`src/rtl/cmd_pkg.sv`:
```
// Shared definitions for the command deframer and the register decoder.
package cmd_pkg;

  localparam logic [7:0] HDR0_DEFAULT = 8'h55;
  localparam logic [7:0] HDR1_DEFAULT = 8'hA5;
  localparam int unsigned FRAME_LEN   = 8;

  typedef enum logic [2:0] {
    ST_IDLE,
    ST_HDR,
    ST_ADDR,
    ST_DATA,
    ST_CSUM
  } parse_state_e;

  // Command addresses understood by the downstream decoder.
  localparam logic [7:0] ADDR_ADC_RESTART  = 8'd0;
  localparam logic [7:0] ADDR_CHAN_SEL     = 8'd1;
  localparam logic [7:0] ADDR_SAMPLE_COUNT = 8'd2;
  localparam logic [7:0] ADDR_ADC_RATE     = 8'd3;
  localparam logic [7:0] ADDR_DDS_RESTART  = 8'd4;
  localparam logic [7:0] ADDR_WAVE_SEL     = 8'd5;
  localparam logic [7:0] ADDR_DDS_FTW      = 8'd6;

endpackage

```
`src/rtl/idle_timer.sv`:
```
// Inter-byte idle counter: clears on demand, counts up otherwise and
// holds at TIMEOUT_CYCLES-1, where it flags expiry.
module idle_timer #(
  parameter int unsigned TIMEOUT_CYCLES = 500000
) (
  input  logic clk,
  input  logic reset,
  input  logic clear,
  output logic expired
);

  localparam int unsigned   CW   = $clog2(TIMEOUT_CYCLES);
  localparam logic [CW-1:0] LAST = CW'(TIMEOUT_CYCLES - 1);

  logic [CW-1:0] count_q;

  // Count idle cycles, saturating at the expiry value.
  always_ff @(posedge clk) begin
    if (reset || clear) begin
      count_q <= '0;
    end else if (count_q != LAST) begin
      count_q <= count_q + CW'(1);
    end
  end

  assign expired = (count_q == LAST);

endmodule

```
`src/rtl/cmd_frame_parser.sv`:
```
// Byte-stream command deframer: HDR0 HDR1 ADDR D3 D2 D1 D0 CSUM.
// Good frames pulse cmdvalid with addr/data; bad checksums and
// inter-byte stalls pulse frame_err and bump a saturating counter.
module cmd_frame_parser
  import cmd_pkg::*;
#(
  parameter logic [7:0]  HDR0           = HDR0_DEFAULT,
  parameter logic [7:0]  HDR1           = HDR1_DEFAULT,
  parameter int unsigned TIMEOUT_CYCLES = 500000
) (
  input  logic        clk,
  input  logic        reset,
  input  logic        rx_valid,
  input  logic [7:0]  rx_data,
  output logic        cmdvalid,
  output logic [7:0]  cmd_addr,
  output logic [31:0] cmd_data,
  output logic        frame_err,
  output logic [15:0] err_count
);

  parse_state_e state_q, state_d;

  logic [7:0]  sum_q;
  logic [1:0]  idx_q;
  logic [7:0]  addr_sh_q;
  logic [31:0] data_sh_q;

  logic load_addr;
  logic load_data;
  logic accept;
  logic reject;
  logic timeout;
  logic tmr_clear;
  logic tmr_expired;

  assign tmr_clear = rx_valid || (state_q == ST_IDLE);

  idle_timer #(
    .TIMEOUT_CYCLES(TIMEOUT_CYCLES)
  ) u_idle_timer (
    .clk    (clk),
    .reset  (reset),
    .clear  (tmr_clear),
    .expired(tmr_expired)
  );

  // State register.
  always_ff @(posedge clk) begin
    if (reset) begin
      state_q <= ST_IDLE;
    end else begin
      state_q <= state_d;
    end
  end

  // Next state and datapath strobes; an arriving byte takes priority
  // over a timeout expiring in the same cycle.
  always_comb begin
    state_d   = state_q;
    load_addr = 1'b0;
    load_data = 1'b0;
    accept    = 1'b0;
    reject    = 1'b0;
    timeout   = tmr_expired && (state_q != ST_IDLE) && !rx_valid;
    if (rx_valid) begin
      unique case (state_q)
        ST_IDLE: begin
          if (rx_data == HDR0) state_d = ST_HDR;
        end
        ST_HDR: begin
          if (rx_data == HDR1)      state_d = ST_ADDR;
          else if (rx_data == HDR0) state_d = ST_HDR;
          else                      state_d = ST_IDLE;
        end
        ST_ADDR: begin
          load_addr = 1'b1;
          state_d   = ST_DATA;
        end
        ST_DATA: begin
          load_data = 1'b1;
          if (idx_q == 2'd3) state_d = ST_CSUM;
        end
        ST_CSUM: begin
          if (rx_data == sum_q) accept = 1'b1;
          else                  reject = 1'b1;
          state_d = ST_IDLE;
        end
        default: state_d = ST_IDLE;
      endcase
    end else if (timeout) begin
      state_d = ST_IDLE;
    end
  end

  // Shadow registers, running sum, outputs and error counter.
  always_ff @(posedge clk) begin
    if (reset) begin
      sum_q     <= '0;
      idx_q     <= '0;
      addr_sh_q <= '0;
      data_sh_q <= '0;
      cmdvalid  <= 1'b0;
      cmd_addr  <= '0;
      cmd_data  <= '0;
      frame_err <= 1'b0;
      err_count <= '0;
    end else begin
      cmdvalid  <= 1'b0;
      frame_err <= 1'b0;
      if (load_addr) begin
        addr_sh_q <= rx_data;
        sum_q     <= rx_data;
        idx_q     <= '0;
      end
      if (load_data) begin
        data_sh_q <= {data_sh_q[23:0], rx_data};
        sum_q     <= sum_q + rx_data;
        idx_q     <= idx_q + 2'd1;
      end
      if (accept) begin
        cmd_addr <= addr_sh_q;
        cmd_data <= data_sh_q;
        cmdvalid <= 1'b1;
      end
      if (reject || timeout) begin
        frame_err <= 1'b1;
        if (err_count != '1) err_count <= err_count + 16'd1;
      end
    end
  end

endmodule

```
`config.mk`:
```
export PLATFORM = sky130hd
export DESIGN_NAME = cmd_frame_parser
export DESIGN_NICKNAME = d
export VERILOG_FILES = /design/src/rtl/cmd_pkg.sv /design/src/rtl/idle_timer.sv /design/src/rtl/cmd_frame_parser.sv
export SDC_FILE = /design/constraint.sdc
export NUM_CORES = 1
export LEC_CHECK = 0
export CAP_MARGIN = 20
export CELL_PAD_IN_SITES_DETAIL_PLACEMENT = 2
export CELL_PAD_IN_SITES_GLOBAL_PLACEMENT = 2
export CORE_MARGIN = 3
export CORE_UTILIZATION = 33
export DETAILED_ROUTE_END_ITERATION = 10
export GPL_TIMING_DRIVEN = 0
export HOLD_SLACK_MARGIN = 0.06
export PLACE_DENSITY_LB_ADDON = 0.1
export SLEW_MARGIN = 0
export SYNTH_ARGS = -nofsm -noshare
export SYNTH_HDL_FRONTEND = slang
export SYNTH_SLANG_ARGS = --single-unit
```
`constraint.sdc`:
```
create_clock -name clk -period 3.2 [get_ports clk]
set_clock_uncertainty 0.1 [all_clocks]
set_input_delay 0.96 -clock clk [delete_from_list [all_inputs] [get_ports clk]]
set_output_delay 0.96 -clock clk [all_outputs]
set_load 0.01 [all_outputs]
```
==> out/results.txt, run 1 <==
The first global-routing pass estimated 29.8 mm of wire. The worst pin sits at a relative slew slack of 56.5%. The synthesized netlist devotes 12.3% of its cell area to compound gates. The tools report the antenna diode instance count as 0. The design draws 3.76 mW. For this run, the number of standard cells in the final layout without fillers is 986. In this run the tool buffered the top-level ports with 67 buffer cells. The clock root buffer master was sky130_fd_sc_hd__clkbuf_16. Average footprint of a synthesized cell: 8.18 sq um.

By count the netlist is led by 174 x sky130_fd_sc_hd__nand2_1, 130 x sky130_fd_sc_hd__dfxtp_1, 92 x sky130_fd_sc_hd__a21oi_1. The area growth from synthesis to layout is 29.7%. The run gives 47.4% as the register area share after synthesis.

The die height is 135 um, and the setup TNS is 0 ps. The internal power of the cells was 2.98 mW. Number of global-route vias before repair: 5550. Of the total power, the share spent switching nets is 20.7%. The run gives 0 as the synthesis warning total.

In this run, flip-flops and latches consume 43.0% of the power. Yosys mapped a number of flops with a built-in enable equal to 0. Summing all non-filler instances in the final layout gives an area of 7130 sq um. The run gives 17 as the number of buffers created by CTS. TritonCTS built the clock tree. Max-cap violations in this run came to 0. Most frequently used flop master after synthesis: sky130_fd_sc_hd__dfxtp_1. The total count of max-transition violations in the final report was 0; the number of antenna-violating nets in the routed design was 0.

For this run, the share of the core covered by cells in the final layout is 44.2%. The clock network burns 54.7% of the power. The effective utilization at floorplan is 34.1%, and the detail-routed via count per cell is 5.13.

After Yosys synthesis, XOR and XNOR cells account for 5.58% of the synthesized area. The combinational share of power came out at 2.3%. The total DRC errors in the routed layout was 0. STA puts the critical path data required time at 3420 ps.

At the pin with the least slew margin, the transition time is 653 ps. Final weighted congestion of routability-driven global placement: 0.773. Sorting the synthesized cells by area gives the leading types as sky130_fd_sc_hd__dfxtp_1 47%, sky130_fd_sc_hd__nand2_1 12%, sky130_fd_sc_hd__a21oi_1 8.4%.

The logs give 5061 for the via count of the routed design and 12.7 mm for the HPWL after detailed placement. sky130_fd_sc_hd__dfxtp_1 takes more of the synthesized area than any other cell. The ratio of total power to cell area was 528 nW/um^2.

Setup repair after global routing left no endpoint under its margin. Summed over all cells, the static leakage comes to 2.30 nW. The number of endpoints with negative hold slack in the final report is 0. The cell with the most instances after synthesis was sky130_fd_sc_hd__nand2_1. When the netlist entered floorplanning its net count stood at 694. The worst path in the final design needs a cycle of 3100 ps, including I/O delays and setup. The clock insertion delay at the later pin of the skew report was 420 ps; the count of endpoints failing setup in the final report was 0. The tools report the remaining global-route overflow as 0. For this run, the total global-route usage over all layers was measured as 20.7%. Row generation in the floorplan step produced 46 rows. The number of primary I/O pins is 69, and the post-synthesis async set-or-reset flop share is 0%. The worst endpoint data arrival time was 3320 ps; the placed instance count was 955.

Entering global routing, the biggest net connects 17 pins. The mux contribution to synthesized area is 1.91%. The number of antenna violations at the first check in global routing is 0.

Summing every instance area after synthesis gives 5500 sq um. By area, the combinational part of the netlist is dominated by simple AND/OR/NAND/NOR gates. Counting flops and latches in the post-synthesis netlist gives 130. The maximum resistive drop on vdd is 0.358 mV, and the detailed-route wire length per cell is 18.6 um.

The final wirelength was 18.3 mm; the maximum clock insertion buffer count was 2. The run gives 55 as the number of distinct library cell variants in the gate-level netlist after synthesis. The path class of the tightest hold or removal check is reg2reg. The detailed router finished its first iteration with 190 violations. In this run the horizontal extent of the chip is 135 um. The flow ran to the end, and the final reports show no timing, DRC or antenna violations. Static timing analysis puts the maximum clock frequency at 0.323 GHz.

The floorplan step defined a die boundary enclosing 18200 sq um. The kind of launch point of the worst setup path was a primary input. The adder and majority gate portion of the synthesized area works out to 2.64%.

The region available for standard cell placement spans 16100 sq um. Element type at the critical path end: a flop. The final layout contains 780 nets. For this design the total switching power over the nets is 0.780 mW. The final period utilization came out at 96.9%.

The top fanout value on the critical path is 10, and the iteration count of the initial detailed-routing pass is 4. The critical path is of the in2reg type. Of the cells placed in the final design, the portion with a size suffix greater than 1 is 8.70%. The logs give 672 for the count of mapped cells out of synthesis and 4 for the maximum level of the CTS H-tree. Clock tree synthesis found a total of 130 sinks. Summing all placed instances gives a cell area of 6440 sq um. The clock-pin slew on the worst setup and hold paths is 50 ps, and the area fraction of the dominant cell type after synthesis is 47.4%. Synthesized-area fraction occupied by and/or/nand/nor cells: 26.9%.
[logic make-up after synthesis]
logic type | count (synthesis)
XOR/XNOR | 35
AO/OA/AOI/OAI | 123
AND/OR/NAND/NOR | 318
adder cells (fa/ha/maj) | 11
buffers and inverters | 45
multiplexers | 10
flip-flops | 130
[sequential cells by signal, summed over array words and instances, names as in the netlist]
name / cells
data_sh_q: 32
sum_q: 8
cmd_data: 32
u_idle_timer.count_q: 19
cmdvalid: 1
idx_q: 2
err_count: 16
cmd_addr: 8
state_q: 3
addr_sh_q: 8
frame_err: 1
[through the flow]
stage	worst slack [ps]	hold WS [ps]
floorplan	194	333
global placement	-1100	341
detailed placement	-1230	347
CTS	12.1	355
global route	8.96	372
finish	100	355
[power by group through the flow]
stage	Clock (mW)	Sequential, mW	Combinational [mW]
floorplan	0	1.65	0.0390
global placement	0	1.65	0.0776
detailed placement	0	1.65	0.0801
CTS	2.10	1.62	0.0827
global route	2.17	1.62	0.0924
finish	2.06	1.62	0.0853
[cell usage in the layout (no fill, tap or decap), types with 5 or more instances in the layout]
cell type,synthesis,final
sky130_fd_sc_hd__nand2_1,174,174
sky130_fd_sc_hd__dfxtp_1,130,130
sky130_fd_sc_hd__a21oi_1,92,92
sky130_fd_sc_hd__nor2_1,61,61
sky130_fd_sc_hd__clkdlybuf4s50_1,0,60
sky130_fd_sc_hd__clkbuf_1,31,28
sky130_fd_sc_hd__xnor2_1,25,25
sky130_fd_sc_hd__clkbuf_16,0,17
sky130_fd_sc_hd__nand3_1,16,16
sky130_fd_sc_hd__o21ai_0,12,12
sky130_fd_sc_hd__xor2_1,10,10
sky130_fd_sc_hd__nor3_1,10,9
sky130_fd_sc_hd__nand4_1,9,9
sky130_fd_sc_hd__mux2i_1,9,9
sky130_fd_sc_hd__inv_1,8,8
sky130_fd_sc_hd__clkbuf_2,0,8
sky130_fd_sc_hd__a211oi_1,5,5
sky130_fd_sc_hd__ha_1,10,5
[metal layers]
layer  GRT usage [%]  wire length, um
met5               0                0
met1            26.1             8220
met3            3.54              544
met2            36.3             9260
met4            6.44              279
[timing repair]
| action | CTS | global route |
|---|---|---|
| setup endpoints to repair | 83 | 50 |
| gates resized for setup | 23 | 18 |
| setup buffers | 0 | 0 |
| pin swaps | 0 | 0 |
| cloned | 0 | 0 |
| hold buffers | 0 | 0 |
[cell type report]
cell class | instances | area [sq um]
clock inverters | 10 | 156
inverters | 8 | 30.0
multi-input cells | 497 | 2790
well taps | 216 | 270
plain buffers | 37 | 160
fillers | 1803 | 8990
flip-flops and latches | 130 | 2600
repair buffers | 67 | 653
clock buffers | 21 | 460
[worst paths after layout]
kind | endpoint | depth (start not counted) | slack [ps] | start
setup / recovery | cmd_data[30] | 9 | 100 | rx_data[3]
hold / removal | cmd_data[24] | 2 | 350 | cmd_data[24]
setup reg to reg | err_count[15] | 6 | 590 | u_idle_timer.count_q[5]
hold reg to reg | cmd_data[24] | 2 | 350 | cmd_data[24]
[critical path, stage by stage]
cell	delay, ps
sky130_fd_sc_hd__clkdlybuf4s15_1	380
sky130_fd_sc_hd__ha_2	390
sky130_fd_sc_hd__nor4b_4	300
sky130_fd_sc_hd__and3_4	290
sky130_fd_sc_hd__and2_1	210
sky130_fd_sc_hd__buf_4	220
sky130_fd_sc_hd__buf_2	240
sky130_fd_sc_hd__nand2_1	100
sky130_fd_sc_hd__a21oi_1	220
No activity file was read; power rests on OpenSTA's default activity.
==> run 2: changes to the inputs <==
--- a/config.mk
+++ b/config.mk
@@ -5,7 +5,6 @@
 export SDC_FILE = /design/constraint.sdc
 export NUM_CORES = 1
 export LEC_CHECK = 0
-export CAP_MARGIN = 20
 export CELL_PAD_IN_SITES_DETAIL_PLACEMENT = 2
 export CELL_PAD_IN_SITES_GLOBAL_PLACEMENT = 2
 export CORE_MARGIN = 3
==> constraint.sdc (replaced) <==
create_clock -name clk -period 3.2 [get_ports clk]
set_clock_uncertainty 0.1 [all_clocks]
set_input_delay 0.48 -clock clk [delete_from_list [all_inputs] [get_ports clk]]
set_output_delay 0.48 -clock clk [all_outputs]
set_load 0.01 [all_outputs]
==> run 2 against run 1 <==
Effect of this change:
- non-clock buffer count shrank 1
- combinational power shrank 4.2%
- flip-flop and latch count is the same
- sequential share of layout area grew 0.26 points
- critical path type unchanged
- largest power group unchanged
- highest routed layer unchanged
==> out/results.txt, run 2 (synthesis results as in run 1) <==
The maximum clock insertion buffer count came out at 2 (unchanged). The final period utilization was 95.1% (-1.8 points). Maximum number of pins on one net before global-route repair: 20 (+3). The antenna diode instance count was 0 (unchanged); the placeable core area was 16100 sq um (unchanged).

The iteration count of the initial detailed-routing pass is 4 (unchanged). The fraction of final layout cells with drive strength greater than 1 was 7.02% (-1.7 points); the combinational share of power was 2.2% (about the same). The number of antenna violations at the first check in global routing was 0 (unchanged). The logs give 3420 ps (about the same) for the critical path data required time and 2.28 nW (-0.82%) for the leakage power total. The switching share of power is 20.7% (-0.067 points).

The largest registers in the layout are cmd_data (32), data_sh_q (32), u_idle_timer.count_q (19). The signal on the critical path passes through clkdlybuf4s50_1 > ha_1 > nor4_2 > and3_2 > and2_1 > clkbuf_4 > nand2_1 > a21oi_1. The run gives 4 (unchanged) as the maximum level of the CTS H-tree. The total buffers and inverters traversed by the critical path works out to 2 (-1). The via count of the routed design is 5042 (-0.38%), and the effective utilization at floorplan is 34.1% (unchanged).

The tools report the initial detailed-routing violation count as 210 (+11%). The time the worst path needs with I/O delays and setup came out at 3040 ps (-57.6 ps). The logs give 0 (unchanged) for the total DRC errors in the routed layout and 8.93 mm (-3.6%) for the met2 wire length. The run gives 310 ps (-44.9 ps) as the final hold slack.

Count of endpoints failing setup in the final report: 0 (unchanged). The wire length of the first global-routing pass is 29.6 mm (-0.60%). The clock insertion delay at the later pin of the skew report is 420 ps (about the same), and the number of core rows is 46 (unchanged).

The remaining global-route overflow was 0 (unchanged); the number of global-route vias before repair was 5557 (+0.13%). Die height: 135 um (unchanged). The run gives 3260 ps (-60 ps) as the worst endpoint data arrival time. The logs give 17 (unchanged) for the number of buffers created by CTS and 985 (-0.10%) for the number of standard cells in the final layout excluding fillers.

The run gives 12.7 mm (unchanged) as the HPWL after detailed placement. Clock-pin slew on the worst setup and hold paths: 60 ps (about the same). The die outline width is 135 um (unchanged), and the length of routed met3 wiring is 581 um (+6.8%). The maximum resistive drop on vdd was 0.361 mV (+0.72%).

The tools report the fill cell total of the finished layout as 1809 (+0.33%). The tools report the post-route standard cell area excluding fillers as 7080 sq um (-0.72%). The run gives 0 (unchanged) as the number of antenna-violating nets in the routed design. The critical path's largest stage delay came out at 570 ps (+180 ps). The detailed-route wire length per cell is 18.2 um (-1.9%).

For the total count of max-transition violations in the final report, the log shows 0 (unchanged). The die area was 18200 sq um (unchanged). Global-route usage over all layers: 20.5% (-0.19 points).

The count of input and output buffers is 67 (unchanged), and the placed instance count is 955 (unchanged). The number of sinks on the clock net is 130 (unchanged). The buffer count from post-CTS setup fixing is 0 (unchanged).

The commonest non-fill, non-tap cell in the layout was sky130_fd_sc_hd__nand2_1. The post-route met1 wirelength is 8.11 mm (-1.4%), and the total number of nets in the final design is 779 (-0.13%). The run finished with clean final reports.

The final weighted congestion of routability-driven global placement came out at 0.773 (unchanged). STA classifies the critical path startpoint as a primary input. The top layer used by detailed routing is met4. Part of the total power dissipated in the clock network: 54.8% (about the same). The area after detailed placement is 6440 sq um (unchanged). The net switching power was 0.777 mW (-0.40%). Achievable clock frequency: 0.329 GHz (+1.9%).

The setup path with the least slack is of type in2reg. The internal power of the cells is 2.98 mW (about the same). The tools report the number of endpoints with negative hold slack in the final report as 0 (unchanged).

For this design, the slowest cell found on the critical path is sky130_fd_sc_hd__clkdlybuf4s50_1. From synthesis to final layout, the design area changed by 28.8%. The transition at the pin with the smallest max-transition slack is 813 ps (+160 ps), and the number of max-capacitance violations reported is 0 (unchanged). Leaving out fill and tap cells, the most frequent cells in the layout are 174 x sky130_fd_sc_hd__nand2_1, 130 x sky130_fd_sc_hd__dfxtp_1, 92 x sky130_fd_sc_hd__a21oi_1. The tree is rooted in a sky130_fd_sc_hd__clkbuf_16.

The tools report the number of primary I/O pins as 69 (unchanged). The run gives 45.4% (-11 points) as the worst-case headroom to the max-slew limit. TritonCTS built the clock tree. The ratio of total power to cell area was 531 nW/um^2 (+0.64%). The top fanout value on the critical path was 19 (+9); the detail-routed via count per cell was 5.12 (-0.27%). The setup TNS is 0 ps (unchanged). The run gives 43.1% (about the same) as the power share of the sequential group. The worst hold path class was in2reg. In this design, the largest share of critical-path delay is due to simple AND/OR/NAND/NOR gates. STA classifies the critical path endpoint as a flop.

The tools report the final wirelength as 17.9 mm (-2.0%).
==> run 2: cell count changes in the layout (fill, tap and decap cells not counted), moves of 3 or more <==
| cell | change |
|---|---|
| sky130_fd_sc_hd__ha_1 | +5 |
| sky130_fd_sc_hd__clkbuf_1 | +3 |
| sky130_fd_sc_hd__ha_2 | -3 |
| sky130_fd_sc_hd__clkdlybuf4s50_1 | +7 |
| sky130_fd_sc_hd__clkbuf_2 | -6 |
==> run 2: worst min-delay path: stages <==
cell                      delay, ps
sky130_fd_sc_hd__buf_2          160
sky130_fd_sc_hd__nand2_1         80
sky130_fd_sc_hd__a21oi_1         50
==> run 2: area by class of cell <==
class	instances	area (sq um)	area share, %
Buffer	36	151	2.14
Tap cell	216	270	3.82
Sequential cell	130	2600	36.8
Multi-Input combinational cell	497	2730	38.6
Inverter	8	30.0	0.424
Clock buffer	21	460	6.51
Clock inverter	10	156	2.21
Timing Repair Buffer	67	671	9.48
==> run 2: metrics by stage <==
step	power, mW	util, %	setup slack, ps
after floorplan	1.69	-	674
after global placement	1.73	39.9	-616
after detailed placement	1.73	39.9	-750
after CTS	3.80	43.8	99.7
after global routing	3.87	43.9	-0.604
final	3.76	43.9	158
==> run 2: power groups by stage <==
stage | Clock (mW) | Combinational (mW) | Sequential [mW]
finish | 2.06 | 0.0817 | 1.62
global route | 2.17 | 0.0902 | 1.62
CTS | 2.10 | 0.0823 | 1.62
detailed placement | 0 | 0.0801 | 1.65
global placement | 0 | 0.0776 | 1.65
floorplan | 0 | 0.0390 | 1.65
==> run 2: timing repair <==
action | 4_1_cts | 5_1_grt
setup endpoints to repair | 17 | 33
hold buffers | 0 | 0
resized for setup | 2 | 7
cloned | 0 | 0
endpoints found under the hold margin | 0 | 0
==> run 2: worst paths after layout <==
kind | from | endpoint | slack [ps] | depth (start not counted)
worst max-delay path | rx_data[2] | cmd_data[30] | 160 | 8
worst min-delay path | rx_data[7] | data_sh_q[7] | 310 | 3
worst max register to register | state_q[1] | data_sh_q[16] | 490 | 7
worst min register to register | cmd_data[11] | cmd_data[11] | 350 | 2
==> run 2: routing by layer <==
metal  global-route usage [%]  up-vias
li1                         -     2442
met1                     26.0     2500
met2                     35.7       76
met3                     3.54       24
met4                     6.44        0
met5                        0        -
